$ cat src/rtl/lfsr_sched_pkg.sv
// Shared definitions for the LFSR job scheduler: state encoding, default
// timeout limits and the packed-bus slice helper.
package lfsr_sched_pkg;

   localparam logic [2:0] ST_IDLE      = 3'd0;
   localparam logic [2:0] ST_LAUNCH    = 3'd1;
   localparam logic [2:0] ST_WAIT_BUSY = 3'd2;
   localparam logic [2:0] ST_RUN       = 3'd3;
   localparam logic [2:0] ST_RESP      = 3'd4;

   typedef enum logic [2:0] {
      S_IDLE      = ST_IDLE,
      S_LAUNCH    = ST_LAUNCH,
      S_WAIT_BUSY = ST_WAIT_BUSY,
      S_RUN       = ST_RUN,
      S_RESP      = ST_RESP
   } sched_state_t;

   localparam int DEF_START_TO = 16;
   localparam int DEF_RUN_TO   = 512;

   // LSB position of requester k inside a bus packed k*w +: w.
   function automatic int slice_lsb(input int k, input int w);
      return k * w;
   endfunction

endpackage

$ cat src/rtl/lfsr_rr_arbiter.sv
// Combinational round-robin pick: first set request at or after the pointer,
// wrapping, returned as a one-hot grant plus its encoded index.
module lfsr_rr_arbiter #(
   parameter int N_REQ = 4,
   parameter int IW    = 2
) (
   input  logic [N_REQ-1:0] i_req,
   input  logic [IW-1:0]    i_ptr,
   output logic [N_REQ-1:0] o_gnt,
   output logic [IW-1:0]    o_idx,
   output logic             o_valid
);

   logic [2*N_REQ-1:0] w_rot_dbl;
   logic [N_REQ-1:0]   w_rot;
   logic [N_REQ:0]     w_seen;
   logic [N_REQ-1:0]   w_pick;
   logic [2*N_REQ-1:0] w_back_dbl;
   logic [IW-1:0]      w_idx_acc [N_REQ+1];

   // Rotate so the pointer position lands at bit 0, then fixed priority.
   assign w_rot_dbl = {i_req, i_req} >> i_ptr;
   assign w_rot     = w_rot_dbl[N_REQ-1:0];
   assign w_seen[0] = 1'b0;

   for (genvar gi = 0; gi < N_REQ; gi++) begin : g_prio
      assign w_pick[gi]     = w_rot[gi] & ~w_seen[gi];
      assign w_seen[gi + 1] = w_seen[gi] | w_rot[gi];
   end

   assign w_back_dbl = {{N_REQ{1'b0}}, w_pick} << i_ptr;
   assign o_gnt      = w_back_dbl[N_REQ-1:0] | w_back_dbl[2*N_REQ-1:N_REQ];
   assign o_valid    = |i_req;

   assign w_idx_acc[0] = '0;
   for (genvar gi = 0; gi < N_REQ; gi++) begin : g_enc
      assign w_idx_acc[gi + 1] = w_idx_acc[gi] | (o_gnt[gi] ? IW'(gi) : '0);
   end
   assign o_idx = w_idx_acc[N_REQ];

endmodule

$ cat src/rtl/lfsr_job_scheduler.sv
// Shares one LFSR sequence engine between N_REQ requesters: round-robin
// grant, payload capture, start pulse, busy tracking with timeouts, response.
module lfsr_job_scheduler
   import lfsr_sched_pkg::*;
#(
   parameter int N_REQ    = 4,
   parameter int DWIDTH   = 8,
   parameter int START_TO = DEF_START_TO,
   parameter int RUN_TO   = DEF_RUN_TO
) (
   input  logic                    wb_clk_i,
   input  logic                    wb_rst_i,
   input  logic [N_REQ-1:0]        req,
   input  logic [N_REQ*DWIDTH-1:0] req_taps,
   input  logic [N_REQ*DWIDTH-1:0] req_seq,
   output logic [N_REQ-1:0]        gnt,
   output logic [N_REQ-1:0]        rsp_valid,
   output logic [DWIDTH-1:0]       rsp_num,
   output logic                    rsp_err,
   output logic                    eng_start,
   output logic [DWIDTH-1:0]       eng_taps,
   output logic [DWIDTH-1:0]       eng_seq,
   input  logic                    eng_busy,
   input  logic [DWIDTH-1:0]       eng_num
);

   localparam int IW = (N_REQ > 1) ? $clog2(N_REQ) : 1;
   localparam int TW = $clog2(RUN_TO);
   localparam logic [TW-1:0] START_LIM = TW'(START_TO - 1);
   localparam logic [TW-1:0] RUN_LIM   = TW'(RUN_TO - 1);

   sched_state_t      r_state;
   sched_state_t      w_state_next;
   logic [IW-1:0]     r_ptr;
   logic [IW-1:0]     r_idx;
   logic [N_REQ-1:0]  r_gnt;
   logic [DWIDTH-1:0] r_taps;
   logic [DWIDTH-1:0] r_seq;
   logic              r_start;
   logic [N_REQ-1:0]  r_rsp_valid;
   logic [DWIDTH-1:0] r_rsp_num;
   logic              r_rsp_err;
   logic [TW-1:0]     r_timer;

   logic [TW-1:0]     w_timer_inc;
   logic              w_timeout;
   logic              w_finish;
   logic [N_REQ-1:0]  w_arb_gnt;
   logic [IW-1:0]     w_arb_idx;
   logic              w_arb_valid;
   logic [IW-1:0]     w_ptr_next;
   logic [DWIDTH-1:0] w_taps_arr [N_REQ];
   logic [DWIDTH-1:0] w_seq_arr  [N_REQ];

   for (genvar gi = 0; gi < N_REQ; gi++) begin : g_slice
      assign w_taps_arr[gi] = req_taps[slice_lsb(gi, DWIDTH) +: DWIDTH];
      assign w_seq_arr[gi]  = req_seq[slice_lsb(gi, DWIDTH) +: DWIDTH];
   end

   lfsr_rr_arbiter #(
      .N_REQ (N_REQ),
      .IW    (IW)
   ) u_arb (
      .i_req   (req),
      .i_ptr   (r_ptr),
      .o_gnt   (w_arb_gnt),
      .o_idx   (w_arb_idx),
      .o_valid (w_arb_valid)
   );

   // Saturating increment: the timer never wraps back to zero.
   assign w_timer_inc = (&r_timer) ? r_timer : r_timer + 1'b1;
   assign w_ptr_next  = (r_idx == IW'(N_REQ - 1)) ? '0 : r_idx + 1'b1;

   always_ff @(posedge wb_clk_i or posedge wb_rst_i) begin
      if (wb_rst_i) begin
         r_state <= S_IDLE;
      end else begin
         r_state <= w_state_next;
      end
   end

   always_comb begin
      w_state_next = r_state;
      w_timeout    = 1'b0;
      w_finish     = 1'b0;
      case (r_state)
         S_IDLE: begin
            if (w_arb_valid) begin
               w_state_next = S_LAUNCH;
            end
         end
         S_LAUNCH: begin
            w_state_next = S_WAIT_BUSY;
         end
         S_WAIT_BUSY: begin
            if (eng_busy) begin
               w_state_next = S_RUN;
            end else if (w_timer_inc == START_LIM) begin
               w_timeout    = 1'b1;
               w_state_next = S_RESP;
            end
         end
         S_RUN: begin
            if (!eng_busy) begin
               w_finish     = 1'b1;
               w_state_next = S_RESP;
            end else if (w_timer_inc == RUN_LIM) begin
               w_timeout    = 1'b1;
               w_state_next = S_RESP;
            end
         end
         S_RESP: begin
            w_state_next = S_IDLE;
         end
         default: begin
            w_state_next = S_IDLE;
         end
      endcase
   end

   always_ff @(posedge wb_clk_i or posedge wb_rst_i) begin
      if (wb_rst_i) begin
         r_ptr       <= '0;
         r_idx       <= '0;
         r_gnt       <= '0;
         r_taps      <= '0;
         r_seq       <= '0;
         r_start     <= 1'b0;
         r_rsp_valid <= '0;
         r_rsp_num   <= '0;
         r_rsp_err   <= 1'b0;
         r_timer     <= '0;
      end else begin
         r_start     <= 1'b0;
         r_rsp_valid <= '0;
         r_rsp_err   <= 1'b0;
         case (r_state)
            S_IDLE: begin
               if (w_arb_valid) begin
                  r_gnt   <= w_arb_gnt;
                  r_idx   <= w_arb_idx;
                  r_taps  <= w_taps_arr[w_arb_idx];
                  r_seq   <= w_seq_arr[w_arb_idx];
                  r_start <= 1'b1;
               end
            end
            S_LAUNCH: begin
               r_timer <= '0;
            end
            S_WAIT_BUSY, S_RUN: begin
               if (w_timeout) begin
                  r_rsp_valid <= r_gnt;
                  r_rsp_err   <= 1'b1;
                  r_rsp_num   <= '0;
               end else if (w_finish) begin
                  r_rsp_valid <= r_gnt;
                  r_rsp_num   <= eng_num;
               end
               if (r_state == S_WAIT_BUSY && eng_busy) begin
                  r_timer <= '0;
               end else begin
                  r_timer <= w_timer_inc;
               end
            end
            S_RESP: begin
               // Pointer moves past the owner so a re-raised request waits its turn.
               r_gnt <= '0;
               r_ptr <= w_ptr_next;
            end
            default: begin
            end
         endcase
      end
   end

   assign gnt       = r_gnt;
   assign rsp_valid = r_rsp_valid;
   assign rsp_num   = r_rsp_num;
   assign rsp_err   = r_rsp_err;
   assign eng_start = r_start;
   assign eng_taps  = r_taps;
   assign eng_seq   = r_seq;

endmodule
$ cat config.mk
export PLATFORM = sky130hd
export DESIGN_NAME = lfsr_job_scheduler
export DESIGN_NICKNAME = d
export VERILOG_FILES = /design/src/rtl/lfsr_sched_pkg.sv /design/src/rtl/lfsr_rr_arbiter.sv /design/src/rtl/lfsr_job_scheduler.sv
export SDC_FILE = /design/constraint.sdc
export NUM_CORES = 1
export LEC_CHECK = 0
export CAP_MARGIN = 20
export CORE_MARGIN = 2
export CORE_UTILIZATION = 48
export DETAILED_ROUTE_END_ITERATION = 10
export GPL_TIMING_DRIVEN = 0
export HOLD_SLACK_MARGIN = 0.08
export PLACE_DENSITY_LB_ADDON = 0.1
export SLEW_MARGIN = 5
export SYNTH_ARGS = -nofsm -noshare
export SYNTH_HDL_FRONTEND = slang
export SYNTH_SLANG_ARGS = --single-unit
$ cat constraint.sdc
create_clock -name wb_clk_i -period 4.45 [get_ports wb_clk_i]
set_clock_uncertainty 0.1 [all_clocks]
set_input_delay 0.89 -clock wb_clk_i [delete_from_list [all_inputs] [get_ports wb_clk_i]]
set_output_delay 0.89 -clock wb_clk_i [all_outputs]
set_load 0.03 [all_outputs]
==> summary.txt, run 1 <==
Status: complete, no violations
Cell family with most CP delay: buffers and inverters
CTS tree: built
Delay of the slowest critical-path stage: 0.53 ns
Worst-Margin Slew: 0.8654 ns
# port buffers: 109
CTS resizes: 0
CP startpoint kind: input pin
Clock-pin slew on the worst setup and hold paths: 0.10 ns
FF-to-FF End: rsp_num[0]$_DFFE_PP0P_
Commonest non-fill, non-tap cells in the layout: 109 x clkdlybuf4s50_1, 50 x dfrtp_1, 41 x mux2i_1
Leak pwr: 1.798 nW
Post-CTS setup-driven buffer insertion count: 0
Ys flop type: dfrtp_1
Buffer and inverter count on the worst path: 4
CP Data Arrival Time: 2.96 ns
Slew Limit Fails: 0
Critical path type: in -> reg
Fillers: 481
Hold crit path type: reg -> reg
Post-Synthesis Mean Instance Area: 9.620 sq um
H-tree levels: 2
Worst-Skew Late Latency: 0.31 ns
Clock sink total: 50
Max-cap viol count: 0
Combined flip-flop and latch cell area: 0.001251 sq mm
Most used cell, CP: buf_2
Maximum VDD drop: 0.3607 mV
Cell count after synthesis: 302
GPL Wtd Cong: 0.8803
DR vias: 2811
Fin crit share: 0.6479
DR DRC count: 0
Final WL: 8365 um
CP max-delay cell: clkdlybuf4s50_1
Commonest non-fill, non-tap cell in the layout: clkdlybuf4s50_1
Largest net degree at the start of global routing: 35
Reg2Reg Launch Point: r_timer[0]$_DFFE_PP0P_
Hold path depth: 2
Vias in the first global route: 2637
WP data required: 4.53 ns
Row Count: 28
Remaining Overflow, GRT: 0
Fin nets: 500
Num CTS Buffers: 5
EDFF count, synth: 0
Hold Slack: 0.3955 ns
Hold wc startpoint: eng_taps[7]$_DFFE_PP0P_
Sequential share of the synthesized area: 0.4307
Die area: 0.006691 sq mm
Yosys warnings: 0
Share of synthesized registers carrying an async set or reset: 1.000
Post-DR wirelength/cell: 16.90 um
Area growth syn-to-layout: 45.48%
First-pass GRT wire length: 12700 um
DR WL met3: 398 um
Drt via density: 5.679
Max layer used: met4
Share of cells above drive strength 1: 0.1024
Worst-path maximum fanout: 10
FF-to-FF path depth: 7
Critical Path Stages: 8
Die X: 81.80 um
Metal2 WL: 4341 um
Final setup violation count: 0
Setup TNS: 0 ns
Final Hold Fails: 0
DIE HEIGHT: 81.80 um
CTS Hold Bufs: 0
Starting Density: 0.4936
Root Buffer: clkbuf_8
Final HPWL DP: 6290 um
CP cell instances: clkdlybuf4s50_1 > nor4_1 > or4_1 > buf_2 > inv_2 > nand2_1 > buf_2 > o221ai_1
Slew headroom: 0.4170
Metal-1 WL: 3404 um
Yosys cell types: 50
Pre-Repair DR Iteration Count: 5
Area of the multi-input gates: 0.001493 sq mm
GRT Resource Usage Total: 0.2466
IO Count: 113
Iter 0 DRT Violations: 187
Pwr Density: 557.7 mW/mm^2
ANT nets after route: 0
Unrepaired setup endpoints after global routing: no
Max Freq: 346.9 MHz
Final min period: 2.883 ns
Reg2Reg Setup Slack: 1.93 ns
Number of diodes: 0
Bufs on Longest Clock Path: 2
Initial antenna violation count: 0
#FFs+latches synth: 50
Synthesized net count: 383
Crit path capture type: flip-flop
Core ar.: 0.005886 sq mm
Worst min-delay path endpoint: eng_taps[7]$_DFFE_PP0P_
Mapped cell area: 0.002905 sq mm
final cells by class:
class,count,share of cell area
Tap cell,75,0.02220
Inverter,8,0.007105
Multi-Input combinational cell,221,0.3532
Timing Repair Buffer,110,0.2629
Clock buffer,5,0.01628
Buffer,23,0.03108
Sequential cell,50,0.2960
Clock inverter,3,0.01125
worst register-to-register path, cell delays in order (launching register included):
cell	delay (ns)
dfrtp_1	0.45
ha_1	0.23
buf_6	0.14
and3_4	0.19
or3_1	0.31
a221o_1	0.40
a211oi_4	0.46
nor2_1	0.10
how the worst max path moves through the flow:
| stage | startpoint | to | slack [ns] |
|---|---|---|---|
| 6_report | req[3] | eng_seq[3]$_DFFE_PP0P_ | 1.57 |
| 5_1_grt | req[3] | eng_seq[3]$_DFFE_PP0P_ | 1.38 |
| 4_1_cts | req[3] | eng_seq[4]$_DFFE_PP0P_ | 1.54 |
| 3_5_place_dp | req[3] | eng_seq[2]$_DFFE_PP0P_ | 1.22 |
| 3_3_place_gp | wb_rst_i | rsp_valid[2]$_DFF_PP0_ | 1.26 |
| 2_1_floorplan | req[0] | eng_seq[1]$_DFFE_PP0P_ | 1.94 |
cell families after synthesis:
| logic type | Yosys count | synth area share |
|---|---|---|
| xor+xnor | 2 | 0.006030 |
| flops | 50 | 0.4307 |
| compound gates | 75 | 0.1865 |
| simple gates | 99 | 0.1637 |
| fa+ha+maj | 2 | 0.008612 |
| buf+inv | 31 | 0.05555 |
| mux | 43 | 0.1490 |
Yosys cell counts (2+ instances only):
cell type,count,share of area
a21boi_0,2,0.0052
a21boi_1,3,0.0078
a21oi_1,12,0.021
a22o_1,3,0.0090
a31oi_1,3,0.0065
buf_2,15,0.026
buf_6,3,0.012
clkbuf_1,4,0.0052
dfrtp_1,50,0.43
ha_1,2,0.0086
inv_1,7,0.0090
mux2_2,2,0.0078
mux2i_1,41,0.14
nand2_1,40,0.052
nand3_1,9,0.016
nand4_1,6,0.013
nor2_1,22,0.028
nor2b_1,2,0.0043
nor3_1,3,0.0052
o21a_1,2,0.0052
o21ai_0,16,0.028
o221ai_1,18,0.054
o22ai_1,2,0.0043
o31ai_1,5,0.013
or3_1,4,0.0086
xnor2_1,2,0.0060
metal layers:
layer / up-vias / GRT usage
met5: - / 0
met4: 0 / 0.09000
met3: 17 / 0.03846
met2: 96 / 0.4187
met1: 1360 / 0.3177
li1: 1338 / -
per-stage QoR:
stage,util,cells,power (mW),worst slack (ns),cell area (sq um)
5_1_grt,0.7181,495,2.504,1.385,4227
2_1_floorplan,-,302,1.531,1.944,2905
3_5_place_dp,0.6983,487,2.024,1.223,4110
6_report,0.7181,495,2.357,1.567,4227
3_3_place_gp,0.6949,486,1.991,1.257,4090
4_1_cts,0.7181,495,2.369,1.539,4227
registers in the layout, summed over array words and instances, names as in the netlist:
name,count
rsp_err,1
eng_taps,8
r_ptr,2
eng_seq,8
r_idx,2
r_state,3
r_timer,9
gnt,4
rsp_valid,4
rsp_num,8
eng_start,1
report_power, final:
group | internal [mW] | leakage, nW | total [mW] | switching [mW]
clock network | 0.172 | 0.0591 | 0.338 | 0.166
logic | 0.555 | 1.10 | 1.29 | 0.733
registers | 0.621 | 0.638 | 0.732 | 0.110
total | 1.35 | 1.80 | 2.36 | 1.01
No activity file was read; power rests on OpenSTA's default activity.
==> run 2: changes to the inputs <==
Settings changed: CORE_UTILIZATION 48 to 40.
Clock period 4.45 ns to 2.44 ns, I/O delays scaled along.
==> run 2 against run 1 <==
Via count decreased by 0.50%. Power rose by 82%. Worst setup slack lost 1.5 ns. Critical path depth is 1 lower. Register-to-register slack worse by 1.9 ns. Combinational power rose by 83%. Flip-flop and latch count unchanged. Critical endpoint is now rsp_valid[1]$_DFF_PP0_. Non-clock buffer count rose by 3. Sequential share of layout area decreased by 0.42 points. First-iteration DRC count down 35%. Largest power group unchanged. Utilization fell by 12 points.
==> summary.txt, run 2 (same netlist as run 1, synthesis figures left out) <==
DIE HEIGHT: 89.23 um (+9.1%)
Die X: 89.23 um (+9.1%)
Worst-Margin Slew: 0.7857 ns (-0.07975 ns)
Core ar.: 0.007137 sq mm (+21%)
Max-cap viol count: 0 (unchanged)
Max reg flops: 9 (unchanged)
Maximum VDD drop: 0.4276 mV (+19%)
Fillers: 618 (+28%)
Vias in the first global route: 2616 (-0.80%)
PnR Total Power: 4.285 mW (+82%)
Metal2 WL: 4101 um (-5.5%)
CP max-delay cell: dfrtp_2
Final min period: 2.388 ns
First-pass GRT wire length: 12700 um (unchanged)
Final HPWL DP: 6235 um (-0.88%)
CP Data Arrival Time: 2.52 ns (-0.44 ns)
Largest net degree at the start of global routing: 31 (-11%)
Bufs on Longest Clock Path: 2 (unchanged)
Final setup violation count: 0 (unchanged)
Slew Limit Fails: 0 (unchanged)
Initial antenna violation count: 0 (unchanged)
Final WL: 8161 um (-2.4%)
Leak pwr: 1.809 nW (+0.61%)
DR WL met3: 444 um (+12%)
DR vias: 2797 (-0.50%)
Share of cells above drive strength 1: 0.1111 (+0.008730)
Die area: 0.007961 sq mm (+19%)
CP cell instances: ha_1 > buf_6 > and3_4 > or3_1 > a221o_1 > or3_4 > a21boi_1
CTS tree: built
Commonest non-fill, non-tap cells in the layout: 108 x clkdlybuf4s50_1, 49 x dfrtp_1, 41 x mux2i_1
Pwr Density: 998.6 mW/mm^2 (+79%)
Num CTS Buffers: 5 (unchanged)
Final Hold Fails: 0 (unchanged)
Status: complete, no violations
Number of diodes: 0 (unchanged)
Max layer used: met4
Drt via density: 5.358 (-5.6%)
Critical path type: reg -> reg
Clock power frac: 0.139 (-0.004)
Root Buffer: clkbuf_8
CP startpoint kind: flip-flop
Setup TNS: 0 ns (unchanged)
DR DRC count: 0 (unchanged)
Fin crit share: 0.9789
Hold crit path type: in -> reg
P_int: 2.470 mW (+83%)
Iter 0 DRT Violations: 121 (-35%)
Post-DR wirelength/cell: 15.63 um (-7.5%)
Commonest non-fill, non-tap cell in the layout: clkdlybuf4s50_1
GPL Wtd Cong: 0.8613 (-2.2%)
Metal-1 WL: 3445 um (+1.2%)
Worst-Skew Late Latency: 0.30 ns (about the same)
Starting Density: 0.4071 (-0.08654)
Row Count: 31 (+11%)
Hold Slack: 0.3964 ns (+0.0008960 ns)
WP data required: 2.58 ns (-1.95 ns)
Max Freq: 418.7 MHz
Clock-pin slew on the worst setup and hold paths: 0.10 ns (about the same)
Crit path capture type: flip-flop
Delay of the slowest critical-path stage: 0.43 ns (-0.10 ns)
Sequential power share: 0.310 (about the same)
Logic pwr share: 0.551 (+0.005)
Reg with most FFs: r_timer
Slew headroom: 0.4707 (+0.05373)
H-tree levels: 2 (unchanged)
Psw: 1.815 mW (+80%)
Fin nets: 503 (+0.60%)
Worst-path maximum fanout: 9 (-1)
Remaining Overflow, GRT: 0 (unchanged)
ANT nets after route: 0 (unchanged)
Pre-Repair DR Iteration Count: 4 (-1)
IO Count: 113 (unchanged)
Clock sink total: 50 (unchanged)
# port buffers: 109 (unchanged)
Unrepaired setup endpoints after global routing: no
Area growth syn-to-layout: 47.72%
Switching Share: 0.4236 (-0.004599)
GRT Resource Usage Total: 0.2031 (-0.04349)
==> run 2: power groups by stage <==
stage	registers, mW	logic [mW]	clock network [mW]
2_1_floorplan	1.78	1.01	0
3_3_place_gp	1.33	2.31	0
3_5_place_dp	1.34	2.34	0
4_1_cts	1.33	2.35	0.609
5_1_grt	1.37	2.55	0.642
6_report	1.33	2.36	0.595
==> run 2: worst paths after layout <==
| path | cells after the start | slack [ns] | start | end |
|---|---|---|---|---|
| worst max register to register | 7 | 0.05 | r_timer[0]$_DFFE_PP0P_ | rsp_valid[1]$_DFF_PP0_ |
| worst min-delay path | 3 | 0.40 | req[2] | gnt[2]$_DFFE_PP0P_ |
| max in group asynchronous | 3 | 1.30 | wb_rst_i | gnt[3]$_DFFE_PP0P_ |
| worst max-delay path | 7 | 0.05 | r_timer[0]$_DFFE_PP0P_ | rsp_valid[1]$_DFF_PP0_ |
| worst min register to register | 2 | 0.40 | eng_taps[5]$_DFFE_PP0P_ | eng_taps[5]$_DFFE_PP0P_ |
| min in group asynchronous | 2 | 0.41 | wb_rst_i | rsp_num[5]$_DFFE_PP0P_ |
==> run 2: stage by stage <==
| stage | area (sq um) | instances | utilization | worst slack, ns |
|---|---|---|---|---|
| 4_1_cts | 4269 | 520 | 0.5982 | 0.01323 |
| 5_1_grt | 4292 | 522 | 0.6013 | 0.004128 |
| 3_3_place_gp | 4120 | 510 | 0.5773 | -0.4172 |
| 3_5_place_dp | 4140 | 511 | 0.5801 | -0.3514 |
| 6_report | 4292 | 522 | 0.6013 | 0.05156 |
| 2_1_floorplan | 2905 | 302 | - | 0.1821 |
==> run 2: what timing repair did <==
action | in CTS | in global routing
setup buffers | 1 | 2
resized for setup | 1 | 2
endpoints found under the setup margin | 18 | 14
pin swaps | 1 | 1
hold buffers | 0 | 0
==> run 2: cell type report <==
class | count | area (sq um) | area share
Multi-Input combinational cell | 221 | 1499 | 0.3493
Buffer | 23 | 131.4 | 0.03061
Clock inverter | 2 | 37.54 | 0.008746
Tap cell | 99 | 123.9 | 0.02886
Inverter | 8 | 30.03 | 0.006997
Sequential cell | 50 | 1252 | 0.2918
Timing Repair Buffer | 113 | 1145 | 0.2668
Clock buffer | 6 | 72.57 | 0.01691
==> run 2: metal layers <==
layer / track usage / vias to the layer above
li1: - / 1350
met1: 0.2764 / 1333
met3: 0.03324 / 15
met2: 0.3360 / 99
met5: 0 / -
met4: 0.05699 / 0
==> run 2: critical path: cells and delay by family, from the launching register on <==
| kind | cells | cell delay (ns) |
|---|---|---|
| AOI/OAI and AO/OA | 2 | 0.54 |
| adders and majority gates | 1 | 0.21 |
| buffers and inverters | 1 | 0.14 |
| DFF | 1 | 0.43 |
| and+or+nand+nor | 3 | 0.90 |
